$ cat src/rtl/press_count_pkg.sv
// Shared types and constants for the press counter.
// HEX_MODE_EN (macro): when defined, each digit counts 0..F instead of 0..9.
package press_count_pkg;

    localparam int unsigned DIGIT_W = 4;

    typedef logic [DIGIT_W-1:0] digit_t;

`ifdef HEX_MODE_EN
    localparam digit_t DIGIT_MAX = 4'hF;
`else
    localparam digit_t DIGIT_MAX = 4'd9;
`endif

    // Advances a digit by one.
    // Wraps from DIGIT_MAX to 0 and reports the carry.
    function automatic digit_t digit_inc(input digit_t d, output logic carry);
        if (d == DIGIT_MAX) begin
            carry     = 1'b1;
            digit_inc = '0;
        end else begin
            carry     = 1'b0;
            digit_inc = d + digit_t'(1);
        end
    endfunction

endpackage

$ cat src/rtl/switch_debounce.sv
// Two-flop synchroniser followed by a counter-based debouncer.
// Ports:
//   i_Clk     system clock
//   i_Rst_L   asynchronous active-low reset
//   i_Bouncy  raw switch, asynchronous to i_Clk
//   o_Stable  debounced level, 0 after reset
module switch_debounce #(
    parameter int unsigned DEBOUNCE_LIMIT = 250000
) (
    input  logic i_Clk,
    input  logic i_Rst_L,
    input  logic i_Bouncy,
    output logic o_Stable
);

    localparam int unsigned CntW = (DEBOUNCE_LIMIT > 2) ? $clog2(DEBOUNCE_LIMIT) : 1;
    localparam logic [CntW-1:0] CntLast = CntW'(DEBOUNCE_LIMIT - 1);

    logic            sync1_q, sync2_q;
    logic            stable_q, stable_d;
    logic [CntW-1:0] cnt_q, cnt_d;

    // The debouncer looks only at sync2_q; sync1_q may be metastable.
    always_comb begin
        stable_d = stable_q;
        cnt_d    = '0;
        if (sync2_q != stable_q) begin
            if (cnt_q == CntLast) begin
                stable_d = sync2_q;
                cnt_d    = '0;
            end else begin
                cnt_d = cnt_q + CntW'(1);
            end
        end
    end

    always_ff @(posedge i_Clk or negedge i_Rst_L) begin
        if (!i_Rst_L) begin
            sync1_q  <= 1'b0;
            sync2_q  <= 1'b0;
            stable_q <= 1'b0;
            cnt_q    <= '0;
        end else begin
            sync1_q  <= i_Bouncy;
            sync2_q  <= sync1_q;
            stable_q <= stable_d;
            cnt_q    <= cnt_d;
        end
    end

    assign o_Stable = stable_q;

endmodule

$ cat src/rtl/press_count_to_nibbles.sv
// Counts debounced switch presses (on release) into a two-digit counter.
// The counter drives two nibble outputs, one per display digit.
// Ports:
//   i_Clk          system clock
//   i_Rst_L        asynchronous active-low reset
//   i_Switch       raw push-switch, 1 = pressed
//   i_Clear        synchronous clear of the count (no strobe)
//   o_Ones_Nibble  ones digit
//   o_Tens_Nibble  tens digit
//   o_Count_Pulse  one-cycle strobe in the first cycle of a new count
// HEX_MODE_EN (macro): hex digits, 00..FF, instead of BCD 00..99.
module press_count_to_nibbles
    import press_count_pkg::*;
#(
    parameter int unsigned DEBOUNCE_LIMIT = 250000
) (
    input  logic               i_Clk,
    input  logic               i_Rst_L,
    input  logic               i_Switch,
    input  logic               i_Clear,
    output logic [DIGIT_W-1:0] o_Ones_Nibble,
    output logic [DIGIT_W-1:0] o_Tens_Nibble,
    output logic               o_Count_Pulse
);

    logic   stable;
    logic   stable_prev_q;
    logic   release_evt;
    digit_t ones_q, ones_d;
    digit_t tens_q, tens_d;
    logic   pulse_q, pulse_d;
    logic   ones_carry;
    logic   tens_carry;

    switch_debounce #(
        .DEBOUNCE_LIMIT(DEBOUNCE_LIMIT)
    ) u_debounce (
        .i_Clk    (i_Clk),
        .i_Rst_L  (i_Rst_L),
        .i_Bouncy (i_Switch),
        .o_Stable (stable)
    );

    // A completed press is the debounced level falling.
    assign release_evt = stable_prev_q & ~stable;

    always_comb begin
        ones_d     = ones_q;
        tens_d     = tens_q;
        pulse_d    = 1'b0;
        ones_carry = 1'b0;
        tens_carry = 1'b0;
        if (i_Clear) begin
            // Clear wins over a coincident release; that press is dropped.
            ones_d = '0;
            tens_d = '0;
        end else if (release_evt) begin
            ones_d  = digit_inc(ones_q, ones_carry);
            pulse_d = 1'b1;
            if (ones_carry) begin
                tens_d = digit_inc(tens_q, tens_carry);
            end
        end
    end

    always_ff @(posedge i_Clk or negedge i_Rst_L) begin
        if (!i_Rst_L) begin
            stable_prev_q <= 1'b0;
            ones_q        <= '0;
            tens_q        <= '0;
            pulse_q       <= 1'b0;
        end else begin
            stable_prev_q <= stable;
            ones_q        <= ones_d;
            tens_q        <= tens_d;
            pulse_q       <= pulse_d;
        end
    end

    assign o_Ones_Nibble = ones_q;
    assign o_Tens_Nibble = tens_q;
    assign o_Count_Pulse = pulse_q;

endmodule

$ cat config.mk
export PLATFORM = sky130hd
export DESIGN_NAME = press_count_to_nibbles
export DESIGN_NICKNAME = d
export VERILOG_FILES = /design/src/rtl/press_count_pkg.sv /design/src/rtl/switch_debounce.sv /design/src/rtl/press_count_to_nibbles.sv
export SDC_FILE = /design/constraint.sdc
export NUM_CORES = 1
export LEC_CHECK = 0
export BUFFER_PORTS_ARGS = -buffer_cell sky130_fd_sc_hd__buf_2
export CAP_MARGIN = 20
export CORE_AREA = 3 3 49 69
export DETAILED_ROUTE_END_ITERATION = 8
export DIE_AREA = 0 0 52 72
export PLACE_DENSITY = 0.8
export SYNTH_ARGS = -nofsm -noshare
export SYNTH_HDL_FRONTEND = slang
export SYNTH_SLANG_ARGS = --single-unit
$ cat constraint.sdc
create_clock -name i_Clk -period 2.2 [get_ports i_Clk]
set_input_delay 0 -clock i_Clk [delete_from_list [all_inputs] [get_ports i_Clk]]
set_output_delay 0 -clock i_Clk [all_outputs]
set_load 0.01 [all_outputs]
# Yosys cells after proc, flatten, opt, wreduce, memory -nomap -nowiden
# Index checks and enable logic that the tools add are counted.
# W data, S select, Z words.
# word_totals
input_bits	4
wordCells	35
n_memories	0
output_inout_bits	9
rom_bits	0
ram_bits	0
reg_bits	31
latch_bits	0
# op_classes
n_reduce_logical	4
addsub	3
n_lt_le_gt_ge	0
bitwise_logic	2
mul	0
n_mux	14
n_eq_ne	4
n_div	0
shifts	0
# op_table
operator	count
$mux W18	2
$mux W4	7
$add A18 B1 Y18 const B	1
$eq A18 B18 Y1 const B	1
$add A4 B1 Y4 const B	2
$eq A4 B4 Y1 const B	2
$mux W1	5
$reduce_and A2 Y1	2
$reduce_bool A2 Y1	2
$and A1 B1 Y1	1
$ne A1 B1 Y1	1
$not A1 Y1	1

# Depth between registers and ports, before layout
# depth
depth_word	7
ltp_mapped	6
mapped_depth_nobuf	6

# Hierarchy
# From an unflattened synthesis, not the netlist that was laid out.
# hier_totals
hier_cells	158
hier_area_um2	1599.0
# modules_own_cells
mod	area_per_inst_um2	n_inst	seq_area_each_um2	cells_per_inst
switch_debounce	1029.7	1	525.5	99
press_count_to_nibbles	569.3	1	250.2	59

# Least setup slack after synthesis
# Ideal clock, no wire load.
# synth_path
path_type	register to register
from	reg u_debounce.cnt_q[0]
to	reg u_debounce.cnt_q[10]
t_arrival_ns	1.693
synth_period_minus_slack_ns	1.814
required_ns	2.079
path_buffers	1
stages_incl_launch_ff	6
slack_ns	0.386
setup_ns	0.121
cell_sequence	dfrtp_1 ha_1 nand3_1 o41ai_4 buf_2 nor2_1
# synth_between
elab_chain_len	3
elab_cells_between_ends	4
cone_classes	1 x add/sub; 1 x eq/ne; 2 x mux
# synth_lines
element	line_no	source
from (decl)	switch_debounce.sv:21	logic [CntW-1:0] cnt_q, cnt_d;
from (signal assigned)	switch_debounce.sv:47	cnt_q <= cnt_d;
$add A18 B1 Y18 or $eq A18 B18 Y1 (tied branches)	switch_debounce.sv:32, switch_debounce.sv:28	
$mux W18 (*)	switch_debounce.sv:28	if (cnt_q == CntLast) begin
$mux W18 (*)	switch_debounce.sv:27	if (sync2_q != stable_q) begin
named net u_debounce.cnt_d[10]	switch_debounce.sv:21	
# Mark *: on every way through the listed nets, which the timed path passes. The rest lies on a longest branch.
# A chain may end at the register's enable or synchronous reset.

# Worst setup path in the final report
# layout_path
from	reg u_debounce.cnt_q[5]
to	reg u_debounce.cnt_q[17]
# The elaborated chain is that of the path after synthesis.

==> flow_metrics.env <==
export IMPL_finalHoldViolations=0
export IMPL_drcViolationCount=0
export IMPL_wl_um=2670
export IMPL_layout_setup_ws_ps=398
export IMPL_grt_pass1_vias=1140
export IMPL_critical_path_slowest_cell="or4_4"
export IMPL_grt_setup_unrepaired="false"
export IMPL_crit_chain="nand4_4 -> or4_4 -> or3_1 -> a21oi_2"
export IMPL_fin_worst_skew_ps=4.36
export IMPL_die_w_um=52
export IMPL_top_level_ports=13
export IMPL_avgRoutedWirePerCell_um=13.1
export IMPL_cts_resized=0
export IMPL_finalMaxSlewViolations=0
export IMPL_slew_limit_headroom=0.563
export IMPL_synthCells=144
export IMPL_utilization=0.607
export IMPL_die_area_mm2=0.00374
export IMPL_pre_cts_ws_ps=398
export IMPL_reg2reg_slack_ps=400
export IMPL_cts_clk_slew_worst_paths_ps=60
export IMPL_rr_startpoint="u_debounce.cnt_q[5]$_DFF_PN0_"
export IMPL_cp_start_kind="register"
export IMPL_tns_ps=0
export IMPL_area_growth_pct=14.9
export IMPL_synth_seq_cells=31
export IMPL_synthesis_nets=153
export IMPL_root_buffer="clkbuf_8"
export IMPL_path_class="reg2reg"
export IMPL_final_common_cell="dfrtp_1"
export IMPL_finalWeightedCongestion=0.900
export IMPL_tightest_slew_ps=656
export IMPL_synth_async_reset_ratio=1.00
export IMPL_grt_max_degree=32
export IMPL_htreeDepth=2
export IMPL_synth_seq_area_share=0.515
export IMPL_fin_crit_sh=0.819
export IMPL_cp_max_fo=9
export IMPL_hold_path_class="in2async"
export IMPL_clk_path_buf_depth=2
export IMPL_instances_no_fill=204
export IMPL_grt_overflow_total=0
export IMPL_grt_pass1_wl_um=4940
export IMPL_synth_avg_cell_area_um2=10.5
export IMPL_layout_common_cells="31 x dfrtp_1, 26 x nor2_1, 13 x xnor2_1, 12 x buf_2, 7 x nor3_1"
export IMPL_worstPathRequired_ps=2410
export IMPL_netlist_area_mm2=0.00151
export IMPL_synth_edff_count=0
export IMPL_drt_iter0_drc=26
export IMPL_numCtsBuffers=5
export IMPL_cts_num_sinks=31
export IMPL_synth_area_leader_cell="dfrtp_1"
export IMPL_timing_fmax_ghz=0.555
export IMPL_post_cts_setup_buffer_count=0
export IMPL_yosysTopAreaCellShare=0.515
export IMPL_synth_ff_type="dfrtp_1"
export IMPL_fin_crit_ps=1800
export IMPL_grt_use_total=0.181
export IMPL_whs_ps=288
export IMPL_ys_types=30
export IMPL_cap_violations=0
export IMPL_crit_path_end_kind="register"
export IMPL_diodes=0
export IMPL_clock_latency_ps=280
export IMPL_cts_tree="done"
export IMPL_hpwl_um=1870
export IMPL_antenna_found_initial=0
export IMPL_final_antenna_net_count=0
export IMPL_start_util=0.528
export IMPL_leakage_nw=0.799
export IMPL_peakVddDrop_mv=0.515
export IMPL_via_per_inst=5.45
export IMPL_core_mm2=0.00285
export IMPL_synth_area_top_cells="dfrtp_1 52%, xnor2_1 7.6%, nor2_1 6.5%"
export IMPL_io_buffers=12
export IMPL_rows=23
export IMPL_slowest_delay_ps=570
export IMPL_drive_above_1_share=0.150
export IMPL_finalNetCount=175
export IMPL_fp_dieH_um=72
export IMPL_reg2reg_to="u_debounce.cnt_q[17]$_DFF_PN0_"
export IMPL_vias=1111
export IMPL_worstPathArrival_ps=2010
export IMPL_r2r_cells=4
export IMPL_setup_violations=0
export IMPL_ys_warn_count=0
export IMPL_cellPowerDensity_mw_per_mm2=622
export IMPL_dp_cells=193
export IMPL_status="finished clean"
export IMPL_first_pass_iters=4
## power breakdown
| part | leakage (nW) | internal (mW) | switching [mW] |
|---|---|---|---|
| sequential | 0.424 | 0.583 | 0.0132 |
| clock | 0.0422 | 0.221 | 0.192 |
| combinational | 0.333 | 0.0271 | 0.0388 |
| total | 0.799 | 0.831 | 0.244 |
## stage by stage
step	area, um^2	power, mW
CTS	1730	1.10
detailed placement	1620	0.670
global placement	1620	0.664
global route	1730	1.14
finish	1730	1.07
floorplan	1510	0.638
## cells by family (layout without fill, tap and decap cells)
| group | after synthesis | in the layout | share of synthesized area |
|---|---|---|---|
| flip-flops | 31 | 31 | 0.515 |
| adder cells (fa/ha/maj) | 5 | 5 | 0.0416 |
| AO/OA/AOI/OAI | 16 | 16 | 0.0815 |
| buffers and inverters | 8 | 31 | 0.0208 |
| AND/OR/NAND/NOR | 65 | 65 | 0.229 |
| XOR/XNOR | 18 | 18 | 0.105 |
| multiplexers | 1 | 1 | 0.00748 |
## layer usage
metal / GRT usage / vias up / share of wire
met5: 0 / - / 0
met4: 0.0991 / 0 / 0.028
met3: 0.0616 / 7 / 0.043
met2: 0.306 / 26 / 0.54
met1: 0.193 / 535 / 0.39
li1: - / 543 / -
## timing repair
| item | 4_1_cts | 5_1_grt |
|---|---|---|
| endpoints found under the setup margin | 0 | 0 |
| hold buffers | 3 | 0 |
| hold endpoints to repair | 35 | 0 |
## cell type report
type / count / area, um^2
clock buffers: 7 / 76.3
inverters: 6 / 22.5
repair buffers: 17 / 105
clock inverters: 1 / 5.00
well taps: 37 / 46.3
flip-flops and latches: 31 / 776
multi-input cells: 105 / 698
fillers: 245 / 1120
## worst max-delay path, delay by kind of cell (launching register included)
kind,cells,cell delay [ps]
DFF,1,460
and+or+nand+nor,3,1140
AOI/OAI and AO/OA,1,140
## flip-flops by register name, summed over array words and instances (netlist names)
name / count
o_Count_Pulse: 1
o_Ones_Nibble: 4
o_Tens_Nibble: 4
stable_prev_q: 1
u_debounce.cnt_q: 18
u_debounce.o_Stable: 1
u_debounce.sync1_q: 1
u_debounce.sync2_q: 1
## cell usage after synthesis (2+ instances only)
cell type  count
dfrtp_1       31
nor3_1         7
nor4_1         5
xor2_1         5
o21ai_0        5
nor2_1        26
xnor2_1       13
inv_1          6
a21o_1         4
or3_1          2
nor4b_1        3
nand3_1        6
ha_1           5
nand2_1        5
a21oi_1        3
nand4_1        4
## how the worst max path moves through the flow
stage | startpoint | endpoint | slack, ps
floorplan | u_debounce.cnt_q[0]$_DFF_PN0_ | u_debounce.cnt_q[10]$_DFF_PN0_ | 390
global placement | u_debounce.cnt_q[5]$_DFF_PN0_ | u_debounce.cnt_q[17]$_DFF_PN0_ | 480
detailed placement | u_debounce.cnt_q[5]$_DFF_PN0_ | u_debounce.cnt_q[17]$_DFF_PN0_ | 400
CTS | u_debounce.cnt_q[0]$_DFF_PN0_ | u_debounce.o_Stable$_DFFE_PN0P_ | 400
global route | u_debounce.cnt_q[0]$_DFF_PN0_ | u_debounce.o_Stable$_DFFE_PN0P_ | 260
finish | u_debounce.cnt_q[5]$_DFF_PN0_ | u_debounce.cnt_q[17]$_DFF_PN0_ | 400
No activity file was read; power rests on OpenSTA's default activity.
